## src/rtl/uart_rx_rr_collector.sv

```systemverilog
// Round-robin RX FIFO read scheduler: bounded bursts per channel, merged into one
// channel-tagged valid/ready byte stream through a 2-entry output buffer.
module uart_rx_rr_collector #(
  parameter int UART_NUM  = 6,
  parameter int CH_W      = 3,
  parameter int MAX_BURST = 16
) (
  input  logic                  sys_clk_i,
  input  logic                  rst_i,
  input  logic                  enable_i,
  input  logic [UART_NUM-1:0]   chan_mask_i,
  input  logic [UART_NUM-1:0]   fifo_uart_rx_empty,
  input  logic [UART_NUM*8-1:0] uart_rx_data,
  output logic [UART_NUM-1:0]   fifo_uart_rx_rden,
  output logic                  m_valid_o,
  input  logic                  m_ready_i,
  output logic [7:0]            m_data_o,
  output logic [CH_W-1:0]       m_chan_o,
  output logic                  busy_o,
  output logic                  dbg_state_o,
  output logic [CH_W-1:0]       dbg_rr_ptr_o
);
  // Output stream: a byte transfers on every cycle with m_valid_o & m_ready_i; while
  // m_valid_o is high and m_ready_i low, m_data_o/m_chan_o hold their value.
  localparam int CNT_W = $clog2(MAX_BURST + 1);

  typedef enum logic {S_IDLE = 1'b0, S_READ = 1'b1} state_t;

  state_t           r_state;
  logic [CH_W-1:0]  r_grant;
  logic [CH_W-1:0]  r_rr_ptr;
  logic [CNT_W-1:0] r_burst_cnt;
  logic             r_inflight;
  logic [CH_W-1:0]  r_inflight_ch;
  logic [CH_W+7:0]  r_mem [2];
  logic             r_wr_ptr;
  logic             r_rd_ptr;
  logic [1:0]       r_occ;

  logic [UART_NUM-1:0]   w_elig;
  logic [2*UART_NUM-1:0] w_rot2;
  logic                  w_found;
  logic [CH_W+1:0]       w_off;
  logic [CH_W+1:0]       w_sum;
  logic [CH_W-1:0]       w_pick;
  logic                  w_g_empty;
  logic                  w_g_mask;
  logic [7:0]            w_rx_byte;
  logic                  w_credit;
  logic                  w_rd;
  logic                  w_exit;
  logic [CH_W-1:0]       w_next_ptr;
  logic                  w_push;
  logic                  w_pop;

  assign w_elig = enable_i ? (chan_mask_i & ~fifo_uart_rx_empty) : '0;

  // Rotate eligibility so bit 0 is rr_ptr; the lowest set bit is the next grant.
  always_comb begin
    w_rot2  = {w_elig, w_elig} >> r_rr_ptr;
    w_found = 1'b0;
    w_off   = '0;
    for (int k = 2*UART_NUM-1; k >= 0; k--) begin
      if (w_rot2[k]) begin
        w_found = 1'b1;
        w_off   = (CH_W+2)'(k);
      end
    end
    w_sum = {2'b00, r_rr_ptr} + w_off;
    if (w_sum >= (CH_W+2)'(UART_NUM)) w_sum = w_sum - (CH_W+2)'(UART_NUM);
    w_pick = w_sum[CH_W-1:0];
  end

  always_comb begin
    w_g_empty = 1'b1;
    w_g_mask  = 1'b0;
    w_rx_byte = '0;
    for (int i = 0; i < UART_NUM; i++) begin
      if (r_grant == CH_W'(i)) begin
        w_g_empty = fifo_uart_rx_empty[i];
        w_g_mask  = chan_mask_i[i];
      end
      if (r_inflight_ch == CH_W'(i)) w_rx_byte = uart_rx_data[8*i +: 8];
    end
  end

  // Occupancy plus a pending read must leave room, so the buffer never overflows.
  assign w_credit = ({1'b0, r_occ} + {2'b00, r_inflight}) < 3'd2;
  assign w_rd = (r_state == S_READ) && (r_burst_cnt < CNT_W'(MAX_BURST)) &&
                !w_g_empty && w_g_mask && enable_i && w_credit;
  assign w_exit = (r_burst_cnt == CNT_W'(MAX_BURST)) || w_g_empty || !w_g_mask || !enable_i;
  assign w_next_ptr = (r_grant == CH_W'(UART_NUM-1)) ? '0 : r_grant + CH_W'(1);

  always_comb begin
    fifo_uart_rx_rden = '0;
    for (int i = 0; i < UART_NUM; i++) begin
      fifo_uart_rx_rden[i] = w_rd && (r_grant == CH_W'(i));
    end
  end

  always_ff @(posedge sys_clk_i or posedge rst_i) begin
    if (rst_i) begin
      r_state     <= S_IDLE;
      r_grant     <= '0;
      r_rr_ptr    <= '0;
      r_burst_cnt <= '0;
    end else begin
      case (r_state)
        S_IDLE: begin
          if (w_found) begin
            r_grant     <= w_pick;
            r_burst_cnt <= '0;
            r_state     <= S_READ;
          end
        end
        S_READ: begin
          if (w_rd) r_burst_cnt <= r_burst_cnt + CNT_W'(1);
          if (w_exit) begin
            r_state  <= S_IDLE;
            r_rr_ptr <= w_next_ptr;
          end
        end
        default: r_state <= S_IDLE;
      endcase
    end
  end

  assign w_push = r_inflight;
  assign w_pop  = m_valid_o && m_ready_i;

  // The in-flight tag is captured at issue time, so a late byte keeps its channel.
  always_ff @(posedge sys_clk_i or posedge rst_i) begin
    if (rst_i) begin
      r_inflight    <= 1'b0;
      r_inflight_ch <= '0;
      r_mem[0]      <= '0;
      r_mem[1]      <= '0;
      r_wr_ptr      <= 1'b0;
      r_rd_ptr      <= 1'b0;
      r_occ         <= 2'd0;
    end else begin
      r_inflight <= w_rd;
      if (w_rd) r_inflight_ch <= r_grant;
      if (w_push) begin
        r_mem[r_wr_ptr] <= {r_inflight_ch, w_rx_byte};
        r_wr_ptr        <= ~r_wr_ptr;
      end
      if (w_pop) r_rd_ptr <= ~r_rd_ptr;
      case ({w_push, w_pop})
        2'b10:   r_occ <= r_occ + 2'd1;
        2'b01:   r_occ <= r_occ - 2'd1;
        default: r_occ <= r_occ;
      endcase
    end
  end

  assign m_valid_o            = (r_occ != 2'd0);
  assign {m_chan_o, m_data_o} = r_mem[r_rd_ptr];
  assign busy_o               = (r_state == S_READ) || r_inflight || (r_occ != 2'd0);
  assign dbg_state_o          = (r_state == S_READ);
  assign dbg_rr_ptr_o         = r_rr_ptr;

endmodule
```

## config.mk

```make
export PLATFORM = sky130hd
export DESIGN_NAME = uart_rx_rr_collector
export DESIGN_NICKNAME = d
export VERILOG_FILES = /design/src/rtl/uart_rx_rr_collector.sv
export SDC_FILE = /design/constraint.sdc
export NUM_CORES = 1
export LEC_CHECK = 0
export CELL_PAD_IN_SITES_DETAIL_PLACEMENT = 0
export CELL_PAD_IN_SITES_GLOBAL_PLACEMENT = 1
export CORE_ASPECT_RATIO = 2
export CORE_MARGIN = 5
export CORE_UTILIZATION = 40
export DETAILED_ROUTE_END_ITERATION = 8
export GPL_TIMING_DRIVEN = 0
export PLACE_DENSITY = 0.88
export SETUP_SLACK_MARGIN = 0.05
export SLEW_MARGIN = 40
export SYNTH_ARGS = -nofsm -noshare
export SYNTH_HDL_FRONTEND = slang
export SYNTH_SLANG_ARGS = --single-unit
export TNS_END_PERCENT = 20
```

## constraint.sdc

```tcl
create_clock -name sys_clk_i -period 5.8 [get_ports sys_clk_i]
set_input_delay 0.87 -clock sys_clk_i [delete_from_list [all_inputs] [get_ports sys_clk_i]]
set_output_delay 0.87 -clock sys_clk_i [all_outputs]
set_load 0.005 [all_outputs]
```

# --- Word level (Yosys, flattened, before mapping) ---
# Cells that the tools add are included.
op_classes:
  n_addsub: 7
  mul: 0
  div_mod_pow: 0
  magnitude_cmp: 6
  n_eq_ne: 15
  shifts: 1
  mux: 58
  n_bitwise: 7
  n_reduce_logical: 28
op_table:
  columns: ["op", "n"]
  rows:
  - ["5-bit two-way mux", 12]
  - ["8-bit two-way mux", 6]
  - ["11-bit two-way mux", 4]
  - ["1-bit two-way mux", 26]
  - ["22-bit bitwise mux", 1]
  - ["1-bit logical AND", 13]
  - ["3-bit by 2-bit equality test with 1-bit output, second input constant", 4]
  - ["3-bit equality test, second input constant", 4]
  - ["12-bit by 3-bit right shift with 12-bit output", 1]
  - ["11-bit demux with 1-bit select", 1]
  - ["5-bit one-hot mux with 2 select lines", 1]
  - ["4-bit two-way mux", 2]
  - ["6-bit AND", 1]
  - ["3-bit by 1-bit equality test with 1-bit output, second input constant", 2]
  - ["3-bit logical NOT", 2]
  - ["3-bit two-way mux", 2]
  - ["6-bit two-way mux", 1]
  - ["6-bit NOT", 1]
  - ["2-bit AND reduction", 3]
  - ["3-bit by 5-bit adder with 5-bit output", 1]
  - ["5-bit by 1-bit adder with 5-bit output, second input constant", 1]
  - ["5-bit equality test, second input constant", 1]
  - ["5-bit by 3-bit greater-or-equal comparator with 1-bit output, second input constant", 1]
  - ["1-bit logical OR", 5]
  - ["19 further kinds", 26]
totals:
  regBits: 42
  latch_bits: 0
  ram_bits: 0
  mem_bits_ro: 0
  output_inout_bits: 23
  wordCells: 133
  n_memories: 0

# --- Depth between registers and ports, before layout ---
# Gate-level depths: netlist of the first run.
logic_depth:
  word_depth: 19
  depth_mapped: 15

# --- Least setup slack after synthesis of the first run ---
# Ideal clock, no wire load.
synth_timing:
  kind: "input to register"
  startpoint: "input chan_mask_i[4]"
  endpoint: "register r_grant[1]"
  setup_ns: 0.125
  arrival_ns: 4.143
  t_required_ns: 5.675
  setup_slack_ns: 1.532
  path_stages: 12
  path_buffers: 0
  path_cell_list: "nor2b_1 > mux4_2 > o211a_1 > a211oi_4 > a21boi_0 > o41a_1 > fa_1 > xor2_1 > ha_1 > a211o_1 > mux2_2 > mux2_4"
synth_between:
  elab_chain_len: 18
  elab_cells_between_ends: 32
  classes_between: "2 x add/sub; 1 x order compare; 1 x shift; 26 x mux; 1 x bitwise; 1 x reduce/logical"
synth_lines:
  columns: ["element", "line_no", "text"]
  rows:
  - ["start, declared", "11", "input logic [UART_NUM-1:0] chan_mask_i,"]
  - ["6-bit AND (*)", "56", "assign w_elig = enable_i ? (chan_mask_i & ~fifo_uart_rx_empty) : '0;"]
  - ["6-bit two-way mux (*)", "56", null]
  - ["12-bit by 3-bit right shift with 12-bit output (*)", "60", "w_rot2 = {w_elig, w_elig} >> r_rr_ptr;"]
  - ["4-bit two-way mux (2 in series)", "64", "if (w_rot2[k]) begin"]
  - ["5-bit two-way mux (10 in series)", "64", null]
  - ["3-bit by 5-bit adder with 5-bit output", "69", "w_sum = {2'b00, r_rr_ptr} + w_off;"]
  - ["5-bit by 3-bit greater-or-equal comparator with 1-bit output or 3-bit subtractor (tied branches)", "70", "if (w_sum >= (CH_W+2)'(UART_NUM)) w_sum = w_sum - (CH_W+2)'(UART_NUM);"]
  - ["3-bit two-way mux", "70", null]
  - ["end signal, assigned", "111", "r_grant <= w_pick;"]
  - ["end, declared", "30", "logic [CH_W-1:0] r_grant;"]
# Mark *: on every way between the ends. The rest lies on a longest branch, timed or not.
# A chain may end at the register's enable or synchronous reset.

# --- Worst setup path in the final report of the first run ---
# Same ends and word-level chain as after synthesis.

==> run summary, run 1 <==
### Timing
* **Hold Violations, Final** 0
* **final setup vio count** 0
* **Worst Clk Skew** 0.00180 ns
* **Final Cycle Share** 82.5%
* **final hold slack** 0.476 ns
* **time the worst path needs with I/O delays and setup** 4.79 ns
* **Final Max Tran Viols** 0
* **Worst-Margin Slew** 0.758 ns
* **maximum clock frequency** 209 MHz
* **RSZ-0062 raised after global routing** no
* **relative slew slack** 49.4%
* **setup TNS** 0 ns

### Final layout
* **count of non-filler cells in the finished layout** 538
* **diodes inserted** 0
* **share of post-route cells with drive strength above 1** 14.3%
* **Layout Nets** 514
* **growth of design area from synthesis to finish** 36.3%
* **end-of-flow core utilization** 56.1%

### Clock network
* **clock slew at the register clock pins of the worst setup and hold paths** 0.06 ns
* **count of cells resized by post-cts repair** 0
* **clock latency of the later-clocked register in the worst-skew pair** 0.28 ns
* **Post-CTS Hold Buffers** 0
* **clock sink count** 42
* **level count of the clock H-tree** 2
* **CTS Buffer Depth** 2
* **setup fix buffers added after clock tree synthesis** 0
* **TritonCTS clock tree** built
* **Root Driver** clkbuf_16
* **TritonCTS buffer count** 5

### Synth
* **number of distinct library cells after synthesis** 65
* **warnings from Yosys** 0
* **share of the synthesized area in compound gates (AO/OA/AOI/OAI)** 18.9%
* **sequential area share after synthesis** 32.1%
* **number of register bits inferred by synthesis** 42
* **total nets after synthesis** 421
* **Cell Area, Synth** 3270 sq um
* **mux contribution to synthesized area** 20.4%
* **share of synthesized flip-flops with an asynchronous set or reset** 100%
* **synthesized-area fraction occupied by xor and xnor cells** 1.61%
* **Avg Inst Size Synth** 9.40 sq um
* **Post-Synth Simple-Gate Area** 19.3%
* **Adder-Cell Fraction of Synth Area** 3.67%
* **combinational family with the most area after synthesis** multiplexers
* **Top FF cell, synth** dfrtp_1
* **number of cells produced by synthesis** 348
* **number of enable-type register cells in the synthesized netlist** 0

### Flow run
* **max-cap check violation count** 0

### Setup path
* **Critical Path AT** 4.96 ns
* **RR Startpoint** dbg_rr_ptr_o[1]
* **startpoint types** input port
* **class of the most critical setup path** in2reg
* **start point of the critical path** chan_mask_i[4]
* **required time of the worst setup path** 5.97 ns
* **type of destination of the critical path** flop
* **R2R depth** 13
* **Worst R2R End** r_grant[1]
* **reg-to-reg slack, setup** 1.41 ns
* **crit path max fanout** 7

### Routing
* **via total after detailed routing** 3,040
* **Remaining DRCs** 0
* **post-detailed-route wirelength per cell** 18.7 um
* **iteration count of the initial detailed-routing pass** 4
* **via density per instance** 5.65
* **number of nets still failing antenna checks after routing** 0
* **Routed Wire Length** 10,100 um
* **DRT iter0 DRCs** 101

### Placed design
* **gpl congestion** 0.940
* **DP Wirelength** 8320 um
* **cell count after placement** 530
* **number of buffer cells added on primary ports** 86

### GRT
* **maximum number of pins on one net before global-route repair** 43
* **via count of the first global-routing pass** 3,218
* **gr usage total** 20.5%
* **antenna violations before repair** 0
* **residual overflow from global routing** 0
* **first-pass GRT wire length** 15,700 um

### Pwr
* **switch share** 40.7%
* **clock share of power** 16.3%
* **internal power** 1330 uW
* **worst vdd rail ir drop** 0.258 mV
* **leakage** 0.00185 uW
* **share of total power in combinational logic** 61.3%
* **portion of total power attributed to sequential cells** 22.3%
* **switching power summed over all nets** 914 uW
* **power density over the cells** 504 nW/um^2

### Floorplanning
* **Core ar.** 7940 sq um
* **die width** 74.0 um
* **number of placement rows** 46
* **Die Area** 10,200 sq um
* **starting density of the core** 41.2%
* **I/O pin count** 87
* **die boundary height** 138 um

### Min path
* **Worst Hold End** r_mem[18]
* **worst hold path stage count** 2
* **min-delay worst type** reg2reg
* **hold wc startpoint** r_mem[18]

### Status
* **run status** complete, no violations

[metrics by stage]
step                cell area [sq um]  power, uW  setup slack (ns)
global route                     4460       2420             0.856
finish                           4460       2250              1.01
CTS                              4460       2270              1.02
detailed placement               4260       1900             0.728
floorplan                        3270       1440              1.53
global placement                 4250       1870             0.742
[registers in the layout, summed over array words and instances, names as in the netlist]
name,count
dbg_rr_ptr_o,3
dbg_state_o,1
r_burst_cnt,5
r_grant,3
r_inflight,1
r_inflight_ch,3
r_mem,22
r_occ,2
r_rd_ptr,1
r_wr_ptr,1
[Yosys cell counts (3+ instances only)]
cell type / number / area (sq um)
clkbuf_1: 13 / 48.8
nand3_1: 5 / 25.0
inv_1: 11 / 41.3
mux4_2: 3 / 67.6
nand2_1: 24 / 90.1
o31ai_1: 4 / 30.0
a21oi_1: 16 / 80.1
a221oi_1: 8 / 70.1
xor2_1: 4 / 35.0
nand2b_1: 10 / 62.6
mux2i_1: 22 / 220
nor4b_1: 3 / 26.3
and2_1: 6 / 37.5
nor2b_1: 12 / 75.1
ha_1: 8 / 100
a31oi_1: 6 / 37.5
o21ai_0: 23 / 115
mux2_2: 31 / 349
dfrtp_1: 42 / 1050
nand4_1: 3 / 18.8
nor2_1: 31 / 116
buf_1: 3 / 11.3
[how the worst max path moves through the flow]
stage                           end
4_1_cts                  r_grant[1]
3_3_place_gp             r_grant[1]
6_report                 r_grant[1]
2_1_floorplan            r_grant[1]
5_1_grt        fifo_uart_rx_rden[1]
3_5_place_dp             r_grant[1]
[layout make-up]
| class | instances | area, sq um |
|---|---|---|
| Timing Repair Buffer | 86 | 861 |
| Multi-Input combinational cell | 273 | 2090 |
| Fill cell | 739 | 3480 |
| Buffer | 19 | 81.3 |
| Tap cell | 96 | 120 |
| Sequential cell | 42 | 1050 |
| Inverter | 14 | 55.1 |
| Clock inverter | 2 | 60.1 |
| Clock buffer | 6 | 139 |
[cells in the final DEF, fill, tap and decap left out, types with 3 or more instances in the layout]
master / count
a21oi_1: 16
a221oi_1: 8
a31oi_1: 6
and2_1: 6
buf_1: 3
clkbuf_1: 13
clkbuf_16: 5
clkdlybuf4s50_1: 86
dfrtp_1: 42
ha_1: 8
inv_1: 10
mux2_2: 31
mux2i_1: 22
mux4_2: 3
nand2_1: 24
nand2b_1: 10
nand3_1: 5
nand4_1: 3
nor2_1: 31
nor2b_1: 12
nor4b_1: 3
o21ai_0: 23
o31ai_1: 4
xor2_1: 4
[critical path, cell delays in order]
cell and delay (ns):
clkdlybuf4s50_1 0.52, nor2b_1 0.42, mux4_2 0.39, nand2_1 0.06
a31oi_1 0.35, a211oi_1 0.09, o32ai_1 0.44, ha_1 0.27
fa_1 0.47, ha_1 0.22, a211o_1 0.31, mux2_2 0.28
mux2_4 0.25
[logic make-up (layout without fill, tap and decap cells)]
family,count (synthesis),after routing
flops,42,42
buf+inv,33,127
mux,58,58
xor+xnor,6,6
compound gates,85,85
simple gates,115,115
fa+ha+maj,9,9
[power groups by stage]
stage / Combinational, uW / Clock (uW) / Sequential (uW)
after floorplan: 961 / 0 / 474
after global placement: 1370 / 0 / 501
after detailed placement: 1390 / 0 / 507
after CTS: 1400 / 372 / 503
after global routing: 1520 / 386 / 520
final: 1380 / 367 / 502
[metal layers]
metal,GRT usage (%),share of wire (%),up-vias
met1,17.7,31,1428
met2,40.5,58,109
met5,0,0,-
li1,-,-,1470
met3,3.48,6.0,33
met4,12.8,5.3,0
Power figures use the tool's default switching activity.
==> run 2: changes to the inputs <==
--- a/config.mk
+++ b/config.mk
@@ -9,10 +9,10 @@
 export CELL_PAD_IN_SITES_GLOBAL_PLACEMENT = 1
 export CORE_ASPECT_RATIO = 2
 export CORE_MARGIN = 5
-export CORE_UTILIZATION = 40
+export CORE_UTILIZATION = 37
 export DETAILED_ROUTE_END_ITERATION = 8
 export GPL_TIMING_DRIVEN = 0
-export PLACE_DENSITY = 0.88
+export PLACE_DENSITY = 0.82
 export SETUP_SLACK_MARGIN = 0.05
 export SLEW_MARGIN = 40
 export SYNTH_ARGS = -nofsm -noshare
==> constraint.sdc (replaced) <==
create_clock -name sys_clk_i -period 4.95 [get_ports sys_clk_i]
set_input_delay 0.7425 -clock sys_clk_i [delete_from_list [all_inputs] [get_ports sys_clk_i]]
set_output_delay 0.7425 -clock sys_clk_i [all_outputs]
set_load 0.005 [all_outputs]
==> run summary, run 2 (synthesized netlist as in run 1, its figures left out) <==
### Final layout
* **diodes inserted** 0
* **end-of-flow core utilization** 51.2%
* **Filler cells** 829
* **leading cell type in the layout, fill and taps excluded** clkdlybuf4s50_1
* **share of post-route cells with drive strength above 1** 14.3%
* **largest registers ranked by flip-flop count** r_mem (22), r_burst_cnt (5)
* **Largest register FFs** 22
* **count of non-filler cells in the finished layout** 542
* **growth of design area from synthesis to finish** 35.4%
* **Layout Nets** 514
* **largest reg by FF count** r_mem
* **leading cell types in the layout, fill and taps excluded** clkdlybuf4s50_1, dfrtp_1, mux2_2, nor2_1, nand2_1

### Timing
* **final setup vio count** 0
* **Worst-Margin Slew** 0.799 ns
* **RSZ-0062 raised after global routing** no
* **relative slew slack** 46.6%
* **setup TNS** 0 ns
* **Worst Clk Skew** 0.00277 ns
* **Final Cycle Share** 95.0%
* **maximum clock frequency** 213 MHz
* **Final Max Tran Viols** 0
* **time the worst path needs with I/O delays and setup** 4.70 ns
* **min setup slack post-route** 0.248 ns
* **Hold Violations, Final** 0

### Pwr
* **internal power** 1490 uW
* **portion of total power attributed to sequential cells** 22.8%
* **clock share of power** 13.9%
* **worst vdd rail ir drop** 0.237 mV
* **switching power summed over all nets** 1080 uW
* **share of total power in combinational logic** 63.3%
* **power density over the cells** 580 nW/um^2
* **leakage** 0.00184 uW
* **switch share** 42.0%
* **overall power after layout** 2570 uW

### GRT
* **residual overflow from global routing** 0
* **gr usage total** 18.3%
* **antenna violations before repair** 0
* **via count of the first global-routing pass** 3,037
* **first-pass GRT wire length** 16,000 um
* **maximum number of pins on one net before global-route repair** 43

### Routing
* **Remaining DRCs** 0
* **DRT iter0 DRCs** 90
* **via density per instance** 5.58
* **via total after detailed routing** 3,026
* **post-detailed-route wirelength per cell** 18.6 um
* **number of nets still failing antenna checks after routing** 0
* **Routed Wire Length** 10,100 um
* **iteration count of the initial detailed-routing pass** 4

### Clock network
* **clock sink count** 42
* **clock latency of the later-clocked register in the worst-skew pair** 0.29 ns
* **Post-CTS Hold Buffers** 0
* **level count of the clock H-tree** 2
* **setup fix buffers added after clock tree synthesis** 0
* **count of cells resized by post-cts repair** 0
* **TritonCTS buffer count** 5
* **clock slew at the register clock pins of the worst setup and hold paths** 0.06 ns
* **Root Driver** clkbuf_16
* **TritonCTS clock tree** built
* **CTS Buffer Depth** 2

### Floorplanning
* **die width** 76.5 um
* **Core ar.** 8650 sq um
* **I/O pin count** 87
* **number of placement rows** 48
* **starting density of the core** 37.8%
* **Die Area** 10,900 sq um
* **die boundary height** 143 um

### Setup path
* **Critical Path AT** 4.87 ns
* **startpoint types** input port
* **type of destination of the critical path** flop
* **class of the most critical setup path** in2reg
* **required time of the worst setup path** 5.12 ns
* **crit path max fanout** 7

### Flow run
* **max-cap check violation count** 0

### Placed design
* **cell count after placement** 534
* **DP Wirelength** 8310 um
* **gpl congestion** 0.892
* **number of buffer cells added on primary ports** 86
* **post-placement setup slack** -0.0171 ns

### Min path
* **min-delay worst type** reg2reg

### Status
* **run status** complete, no violations

## run 2: cell type report
cell class / count / area [sq um] / area share, %
clock buffers: 8 / 166 / 3.75
repair buffers: 86 / 861 / 19.4
flip-flops and latches: 42 / 1050 / 23.7
well taps: 100 / 125 / 2.82
multi-input cells: 273 / 2090 / 47.2
inverters: 14 / 55.1 / 1.24
plain buffers: 19 / 81.3 / 1.84
## run 2: path summary, 6_finish.rpt
| path | from | to | slack, ns | cells after the start |
|---|---|---|---|---|
| hold reg to reg | r_mem[2] | r_mem[2] | 0.47 | 2 |
| hold / removal | r_mem[2] | r_mem[2] | 0.47 | 2 |
| min in group asynchronous | rst_i | r_mem[3] | 0.85 | 2 |
| setup / recovery | chan_mask_i[4] | r_grant[1] | 0.25 | 13 |
| max in group asynchronous | rst_i | r_mem[11] | 3.74 | 2 |
| setup reg to reg | dbg_rr_ptr_o[1] | r_grant[1] | 0.55 | 13 |
## run 2: routing by layer
layer  routed length [um]  GRT usage [%]  vias up  part of all wire, %
met5                    0              0        -                    0
met4                  451           9.22        0                  4.5
met3                  501           3.85       25                  5.0
met2                 5730           35.6      105                   57
met1                 3390           17.7     1421                   34
li1                     -              -     1475                    -
## run 2: critical path, stage by stage
cell             delay, ns
clkdlybuf4s50_1       0.46
nor2b_1               0.23
mux4_2                0.56
o211a_1               0.30
a211oi_4              0.36
a21boi_0              0.15
o41a_1                0.39
fa_1                  0.42
xor2_1                0.20
ha_1                  0.20
a211o_1               0.31
mux2_2                0.28
mux2_4                0.26
## run 2: power by group through the flow
stage / Combinational [uW] / Clock (uW) / Sequential, uW
6_report: 1630 / 358 / 586
5_1_grt: 1800 / 376 / 605
4_1_cts: 1630 / 365 / 586
3_5_place_dp: 1630 / 0 / 591
3_3_place_gp: 1600 / 0 / 585
2_1_floorplan: 1130 / 0 / 556
## run 2: metrics by stage
step	hold WS, ns	instance area (sq um)
after floorplan	0.444	3270
after global placement	0.456	4260
after detailed placement	0.465	4270
after CTS	0.478	4430
after global routing	0.512	4430
final	0.475	4430
